File: src/rtl/pipeline_pkg.sv
// -----------------------------------------------------------------------------
// pipeline_pkg
// Definitions shared across the LEGv8 pipeline.
//   N               - datapath and address width
//   TIMEOUT_DEFAULT - cycles the MEM stage waits for dm_ack before erroring
//   CNT_W           - width needed to count 0..TIMEOUT_DEFAULT
//   mem_state_t     - MEM stage handshake FSM states
//   is_dword_aligned- true when a byte address sits on an 8-byte boundary
// -----------------------------------------------------------------------------
package pipeline_pkg;

  localparam int N               = 64;
  localparam int TIMEOUT_DEFAULT = 16;
  localparam int CNT_W           = $clog2(TIMEOUT_DEFAULT + 1);

  typedef enum logic [1:0] {
    IDLE = 2'd0,
    WAIT = 2'd1,
    RESP = 2'd2,
    ERR  = 2'd3
  } mem_state_t;

  function automatic logic is_dword_aligned(input logic [2:0] addr_lsb);
    return (addr_lsb == 3'b000);
  endfunction

endpackage

File: src/rtl/mem_timeout_counter.sv
// -----------------------------------------------------------------------------
// mem_timeout_counter
// Counts cycles spent waiting on the data memory and flags the cycle on which
// the count would reach LIMIT.
// Ports:
//   clk      in  clock
//   reset    in  asynchronous active-high reset
//   i_clear  in  synchronous clear (has priority over i_enable)
//   i_enable in  count this cycle
//   o_tc     out terminal count: enabled and this edge brings the count to LIMIT
// -----------------------------------------------------------------------------
module mem_timeout_counter #(
  parameter int WIDTH = 5,
  parameter int LIMIT = 16
) (
  input  logic clk,
  input  logic reset,
  input  logic i_clear,
  input  logic i_enable,
  output logic o_tc
);

  logic [WIDTH-1:0] r_count;

  always_ff @(posedge clk or posedge reset) begin
    if (reset) begin
      r_count <= '0;
    end else if (i_clear) begin
      r_count <= '0;
    end else if (i_enable) begin
      r_count <= r_count + WIDTH'(1);
    end
  end

  // Asserted during the LIMIT-th enabled cycle, so the owner can act on the
  // same edge the count reaches LIMIT.
  assign o_tc = i_enable & (r_count == WIDTH'(LIMIT - 1));

endmodule

File: src/rtl/memory_access.sv
// -----------------------------------------------------------------------------
// memory_access
// MEM stage of the 64-bit LEGv8 pipeline. Issues a req/ack access to a
// multi-cycle data memory, stalls the pipeline until it completes, registers
// load data for MEM/WB and produces the branch-taken select.
// Ports:
//   clk, reset              clock, asynchronous active-high reset
//   valid_M                 EX/MEM holds a real instruction
//   Branch_M, zero_M        branch control and execute zero flag
//   MemRead_M, MemWrite_M   load / store
//   aluResult_M             effective byte address
//   writeData_M             store data
//   dm_ack, dm_rdata        memory completion strobe and read data
//   dm_req, dm_we           registered request and write enable
//   dm_addr, dm_wdata       registered address and store data
//   PCSrc_M                 branch taken (combinational)
//   readData_M              registered load result
//   stall_M                 freeze upstream pipeline registers
//   done_M                  one-cycle pulse when an access completes
//   mem_err                 sticky error (misalignment, bad control, timeout)
// -----------------------------------------------------------------------------
module memory_access #(
  parameter int N       = pipeline_pkg::N,
  parameter int TIMEOUT = pipeline_pkg::TIMEOUT_DEFAULT
) (
  input  logic         clk,
  input  logic         reset,
  input  logic         valid_M,
  input  logic         Branch_M,
  input  logic         zero_M,
  input  logic         MemRead_M,
  input  logic         MemWrite_M,
  input  logic [N-1:0] aluResult_M,
  input  logic [N-1:0] writeData_M,
  input  logic         dm_ack,
  input  logic [N-1:0] dm_rdata,
  output logic         dm_req,
  output logic         dm_we,
  output logic [N-1:0] dm_addr,
  output logic [N-1:0] dm_wdata,
  output logic         PCSrc_M,
  output logic [N-1:0] readData_M,
  output logic         stall_M,
  output logic         done_M,
  output logic         mem_err
);

  import pipeline_pkg::*;

  localparam int CW = $clog2(TIMEOUT + 1);

  mem_state_t   r_state;
  mem_state_t   w_state_next;

  logic         r_dm_req;
  logic         r_dm_we;
  logic [N-1:0] r_dm_addr;
  logic [N-1:0] r_dm_wdata;
  logic [N-1:0] r_read_data;

  logic         w_access;
  logic         w_legal;
  logic         w_start;
  logic         w_in_wait;
  logic         w_timeout;
  logic         w_stall;
  logic         w_done;
  logic         w_err;

  assign w_access  = valid_M & (MemRead_M | MemWrite_M);
  // Legal access: doubleword aligned and exactly one of load/store.
  assign w_legal   = is_dword_aligned(aluResult_M[2:0]) & (MemRead_M ^ MemWrite_M);
  assign w_in_wait = (r_state == WAIT);
  assign w_start   = (r_state == IDLE) & w_access & w_legal;

  mem_timeout_counter #(
    .WIDTH (CW),
    .LIMIT (TIMEOUT)
  ) u_timeout (
    .clk      (clk),
    .reset    (reset),
    .i_clear  (~w_in_wait),
    .i_enable (w_in_wait),
    .o_tc     (w_timeout)
  );

  always_ff @(posedge clk or posedge reset) begin
    if (reset) begin
      r_state <= IDLE;
    end else begin
      r_state <= w_state_next;
    end
  end

  always_comb begin
    w_state_next = r_state;
    w_stall      = 1'b0;
    w_done       = 1'b0;
    w_err        = 1'b0;
    case (r_state)
      IDLE: begin
        if (w_access) begin
          // Hold the instruction in EX/MEM while it is being launched.
          w_stall      = 1'b1;
          w_state_next = w_legal ? WAIT : ERR;
        end
      end
      WAIT: begin
        w_stall = 1'b1;
        // Ack takes priority over a timeout landing on the same edge.
        if (dm_ack) begin
          w_state_next = RESP;
        end else if (w_timeout) begin
          w_state_next = ERR;
        end
      end
      RESP: begin
        w_done       = 1'b1;
        w_state_next = IDLE;
      end
      ERR: begin
        w_stall = 1'b1;
        w_err   = 1'b1;
      end
      default: w_state_next = IDLE;
    endcase
  end

  // Request registers: captured on launch, held through WAIT, request
  // dropped on completion or timeout.
  always_ff @(posedge clk or posedge reset) begin
    if (reset) begin
      r_dm_req   <= 1'b0;
      r_dm_we    <= 1'b0;
      r_dm_addr  <= '0;
      r_dm_wdata <= '0;
    end else if (w_start) begin
      r_dm_req   <= 1'b1;
      r_dm_we    <= MemWrite_M;
      r_dm_addr  <= aluResult_M;
      r_dm_wdata <= writeData_M;
    end else if (w_in_wait & (dm_ack | w_timeout)) begin
      r_dm_req   <= 1'b0;
    end
  end

  // Load data only updates on an acknowledged load; stores leave it alone.
  always_ff @(posedge clk or posedge reset) begin
    if (reset) begin
      r_read_data <= '0;
    end else if (w_in_wait & dm_ack & ~r_dm_we) begin
      r_read_data <= dm_rdata;
    end
  end

  assign dm_req     = r_dm_req;
  assign dm_we      = r_dm_we;
  assign dm_addr    = r_dm_addr;
  assign dm_wdata   = r_dm_wdata;
  assign readData_M = r_read_data;
  assign stall_M    = w_stall;
  assign done_M     = w_done;
  assign mem_err    = w_err;
  assign PCSrc_M    = valid_M & Branch_M & zero_M;

endmodule

File: config.mk
export PLATFORM = sky130hd
export DESIGN_NAME = memory_access
export DESIGN_NICKNAME = d
export VERILOG_FILES = /design/src/rtl/pipeline_pkg.sv /design/src/rtl/mem_timeout_counter.sv /design/src/rtl/memory_access.sv
export SDC_FILE = /design/constraint.sdc
export NUM_CORES = 1
export LEC_CHECK = 0
export CORE_AREA = 5 5 153 155
export DETAILED_ROUTE_END_ITERATION = 10
export DIE_AREA = 0 0 158 160
export GPL_TIMING_DRIVEN = 0
export PLACE_DENSITY = 0.73
export SLEW_MARGIN = 0
export SYNTH_ARGS = -nofsm -noshare
export SYNTH_HDL_FRONTEND = slang
export SYNTH_SLANG_ARGS = --single-unit
File: constraint.sdc
create_clock -name clk -period 14.65 [get_ports clk]
set_clock_uncertainty 0.1 [all_clocks]
set_input_delay 2.93 -clock clk [delete_from_list [all_inputs] [get_ports clk]]
set_output_delay 2.93 -clock clk [all_outputs]
set_load 0.02 [all_outputs]
Yosys cells after proc, flatten, opt, wreduce, memory -nomap -nowiden
Cells that the tools add are included.
W data, S select, Z words.

storage, ports and cells
  register bits after elaboration = 201
  word-level logic and storage cells = 46
  output and inout bits = 198
  input bits = 200

operators by class
  add/sub/neg operators = 1
  equality and inequality tests = 6
  bitwise logic cells = 14
  muxes and demuxes = 12
  reductions and logical operators = 6

operators by type and width
  operator               count
  $and A1 B1 Y1          10
  $mux W2                4
  $pmux W2 S3            1
  $add A5 B1 Y5 const B  1
  $eq A5 B4 Y1 const B   1
  $mux W1                5
  $mux W5                1
  $eq A2 B2 Y1 const B   2
  $logic_not A3 Y1       1
  $ne A3 B3 Y1 const B   1
  $reduce_and A3 Y1      1
  $reduce_bool A3 Y1     1
  $eq A2 B1 Y1 const B   1
  $logic_not A2 Y1       1
  $ne A2 B2 Y1 const B   1
  $or A1 B1 Y1           2
  $pmux W1 S2            1
  $reduce_bool A2 Y1     1
  $reduce_or A2 Y1       1
  $not A1 Y1             1
  $xor A1 B1 Y1          1

Logic depth before layout (Yosys ltp)
  depth after elaboration = 6
  gate-level depth with buffers = 8
  mapped depth without buffers = 7

Modules after synthesis
Synthesis repeated with hierarchy kept, for this count alone.

unflattened totals
  cell total of the unflattened synthesis = 466
  area total of the unflattened synthesis = 7766.2 sq um

modules (own cells, without submodules)
  module               area an instance (sq um)  seq. area each (sq um)  cells an instance  instances
  memory_access        7477.2                    4904.7                  441                1
  mem_timeout_counter  289.0                     125.1                   25                 1

Worst setup path before layout
Ideal clock, no wire load.

  kind = input to output
  start = in MemRead_M
  end = out stall_M
  slack = 7.977 ns
  arrival = 3.643 ns
  stages on the path = 4
  data required time = 11.620 ns
  path buffers = 0
  path through = inv_1 -> ha_1 -> nand3b_1 -> a21oi_1

on the way
  longest elaborated chain between the ends = 4

ends and longest elaborated chain
  what                RTL line              RTL
  start: declaration  memory_access.sv:31   input logic MemRead_M,
  $or A1 B1 Y1        memory_access.sv:70   assign w_access = valid_M & (MemRead_M | MemWrite_M);
  $and A1 B1 Y1       memory_access.sv:70
  $mux W1             memory_access.sv:102  if (w_access) begin
  $pmux W1 S2         memory_access.sv:100  case (r_state)
  end: declaration    memory_access.sv:43   output logic stall_M,

Every way passes these cells.

Final worst setup path
  start = in MemWrite_M
  end = out stall_M

on the way
  longest elaborated chain between the ends = 4

ends and longest elaborated chain
  what                RTL line              RTL
  start: declaration  memory_access.sv:32   input logic MemWrite_M,
  $or A1 B1 Y1        memory_access.sv:70
  $and A1 B1 Y1       memory_access.sv:70
  $mux W1             memory_access.sv:102
  $pmux W1 S2         memory_access.sv:100

Every way passes these cells.

==> flow_summary.yaml <==
critical_path:
  path_buf_inv: 3
  cp.required_ns: 11.62
  critPathKind: "primary input to output pin"
  crit_slowest_cell: "clkdlybuf4s50_1"
  start_kind: "primary input"
  crit_path_end_kind: "output pin"
  rr_startpoint: "r_state[0]"
  worst-path-max-fanout: 3
  arrival_ns: 4.57
  max_stage_delay_ns: 0.64
  crit_chain: "clkdlybuf4s50_1, inv_1, ha_1, nand3b_1, a21oi_1, clkdlybuf4s50_1"
  cpMostUsedCell: "clkdlybuf4s50_1"
  reg2reg_depth: 5
  rrSetupSlack_ns: 12.45
  r2r-end: "readData_M[29]"
  cp_top_family: "buffers and inverters"
place:
  gp_congestion: 0.798
  place_ws_ns: 7.04
  hpwl_um: 16900
  dpl_cell_area_um2: 12100
  port_buffers: 397
  place_inst: 1139
route:
  post_drt_wl_per_cell_um: 18.5
  drt-total-wl_um: 21900
  ant_nets: 0
  drt_pass1_iterations: 4
  avgViaCountPerCell: 4.60
  drc: 0
  vias: 5432
  drt_iter0_markers: 132
job:
  maxCapViolCount: 0
layout:
  fill_cells: 1730
  layout_commonest_cell: "clkdlybuf4s50_1"
  layout-drive-gt1-share: 0.171
  final_cell_mix: "clkdlybuf4s50_1 (397), dfrtp_1 (201), mux2_1 (96)"
  syn2layout_area_growth_pct: 66.9
  stdcell_count: 1180
  design_area_um2: 12800
  finalNetCount: 1092
  antenna_cells: 0
timing:
  setup_ws_ns: 7.05
  grt_setup_unrepaired: "no"
  slew_headroom: 0.546
  finalMaxSlewViolations: 0
  fin_crit_sh: 0.519
  final_hold_viol_count: 0
  tightest_slew_ns: 0.681
  hold_slack_ns: 0.358
  fin_setup_tns_ns: 0
  finalSetupViolations: 0
  fmax_mhz: 132
  period_needed_ns: 7.60
synth:
  syn-instance-count: 461
  synth_area_um2: 7690
  synth.top_cell.area_share: 0.654
  syn_area_per_cell_um2: 16.7
  synth-seq-cells: 201
  netlist_top_cells_area: "dfrtp_1 (65%), mux2_1 (14%), mux2_2 (14%)"
  syn_nets: 669
  synth.distinct_cells: 28
  yosys_warnings: 0
  ys_seq_area_frac: 0.654
  synth_largest_area_cell: "dfrtp_1"
clocking:
  cts_tree: "yes"
  cts_sinks: 201
  htreeDepth: 1
  cts.clk_slew.worst_paths_ns: 0.06
  cts_root_buf: "clkbuf_16"
  clock_path_buffers: 3
  cts-resized-gates: 0
  post_cts_buffers: 0
  clk_latency_ns: 0.49
  numCtsBuffers: 23
  ctsHoldBuffers: 0
die:
  fp.dieArea_um2: 25300
  num_io_pins: 398
  dieHeight_um: 160
  start_util: 0.355
  core_area_um2: 21700
  die_x_um: 158
  fp-row-count: 54
grt:
  antenna_found_initial: 0
  grt_max_degree: 107
  grt_pass1_vias: 5938
  grt-ovfl-total: 0
  grt_pass1_wl_um: 33300
  track_usage: 0.167
hold_path:
  hp-start: "u_timeout.r_count[0]"
  min_to: "u_timeout.r_count[0]"
  hold_depth: 1
  holdCritPathClass: "flip-flop to flip-flop"
power:
  pwr_density_cell_nw_per_um2: 94.3
  power.static_leakage_uw: 0.00616
  max-vdd-ir-drop_mv: 0.0807
outcome:
  outcome: "complete, no violations"
[metal layers]
metal / vias to the layer above / track usage / wire [µm]
met5: - / 0 / 0
met4: 0 / 0.0458 / 544
met3: 41 / 0.0598 / 2460
met2: 242 / 0.296 / 11200
met1: 2676 / 0.187 / 7650
li1: 2473 / - / -
[area by class of cell]
type	count	area, µm²	area share
plain buffers	23	185	0.0144
repair buffers	398	4000	0.312
multi-input cells	231	2460	0.191
clock buffers	35	681	0.0530
well taps	280	350	0.0273
flip-flops and latches	201	5030	0.392
inverters	6	30.0	0.00234
clock inverters	6	105	0.00819
[how the worst max path moves through the flow]
| stage | startpoint | to | cells past startpoint |
|---|---|---|---|
| 6_report | MemWrite_M | stall_M | 6 |
| 5_1_grt | MemWrite_M | stall_M | 6 |
| 4_1_cts | MemWrite_M | stall_M | 6 |
| 3_5_place_dp | MemWrite_M | stall_M | 6 |
| 3_3_place_gp | reset | dm_wdata[47] | 2 |
| 2_1_floorplan | reset | dm_addr[0] | 1 |
[metrics by stage]
| stage | power, µW | util |
|---|---|---|
| 3_5_place_dp | 633 | 0.556 |
| 5_1_grt | 1260 | 0.592 |
| 6_report | 1210 | 0.592 |
| 3_3_place_gp | 631 | 0.554 |
| 2_1_floorplan | 575 | - |
| 4_1_cts | 1230 | 0.592 |
[flip-flops by register name, summed over array words and instances (netlist names)]
register           count
u_timeout.r_count      5
r_state                2
dm_req                 1
dm_wdata              64
readData_M            64
dm_we                  1
dm_addr               64
[where the power goes]
part	switching, µW	internal [µW]	leakage [µW]	total, µW
sequential	0	555	0.00280	555
combinational	18.6	47.7	0.00297	66.3
clock	218	371	0.000388	589
[cells by family after synthesis]
group,count (synthesis),synth area share
simple gates,22,0.0184
fa+ha+maj,8,0.0130
mux,190,0.278
flops,201,0.654
compound gates,9,0.00748
buf+inv,29,0.0270
xor+xnor,2,0.00228
[synth_stat cells]
cell,number
a211oi_1,1
a21o_1,1
a21oi_1,3
a31o_2,1
and2_1,3
and3_1,2
and3b_1,1
and4b_1,1
buf_2,10
buf_6,10
buf_8,1
clkbuf_1,2
dfrtp_1,201
ha_1,8
inv_1,6
mux2_1,96
mux2_2,94
nand2_1,2
nand2b_1,1
nand3_1,1
nand3b_1,2
nor2_1,3
nor2b_1,5
nor4b_2,1
o21ai_0,2
o2bb2ai_1,1
xnor2_1,1
xor2_1,1
Power figures use the tool's default switching activity.
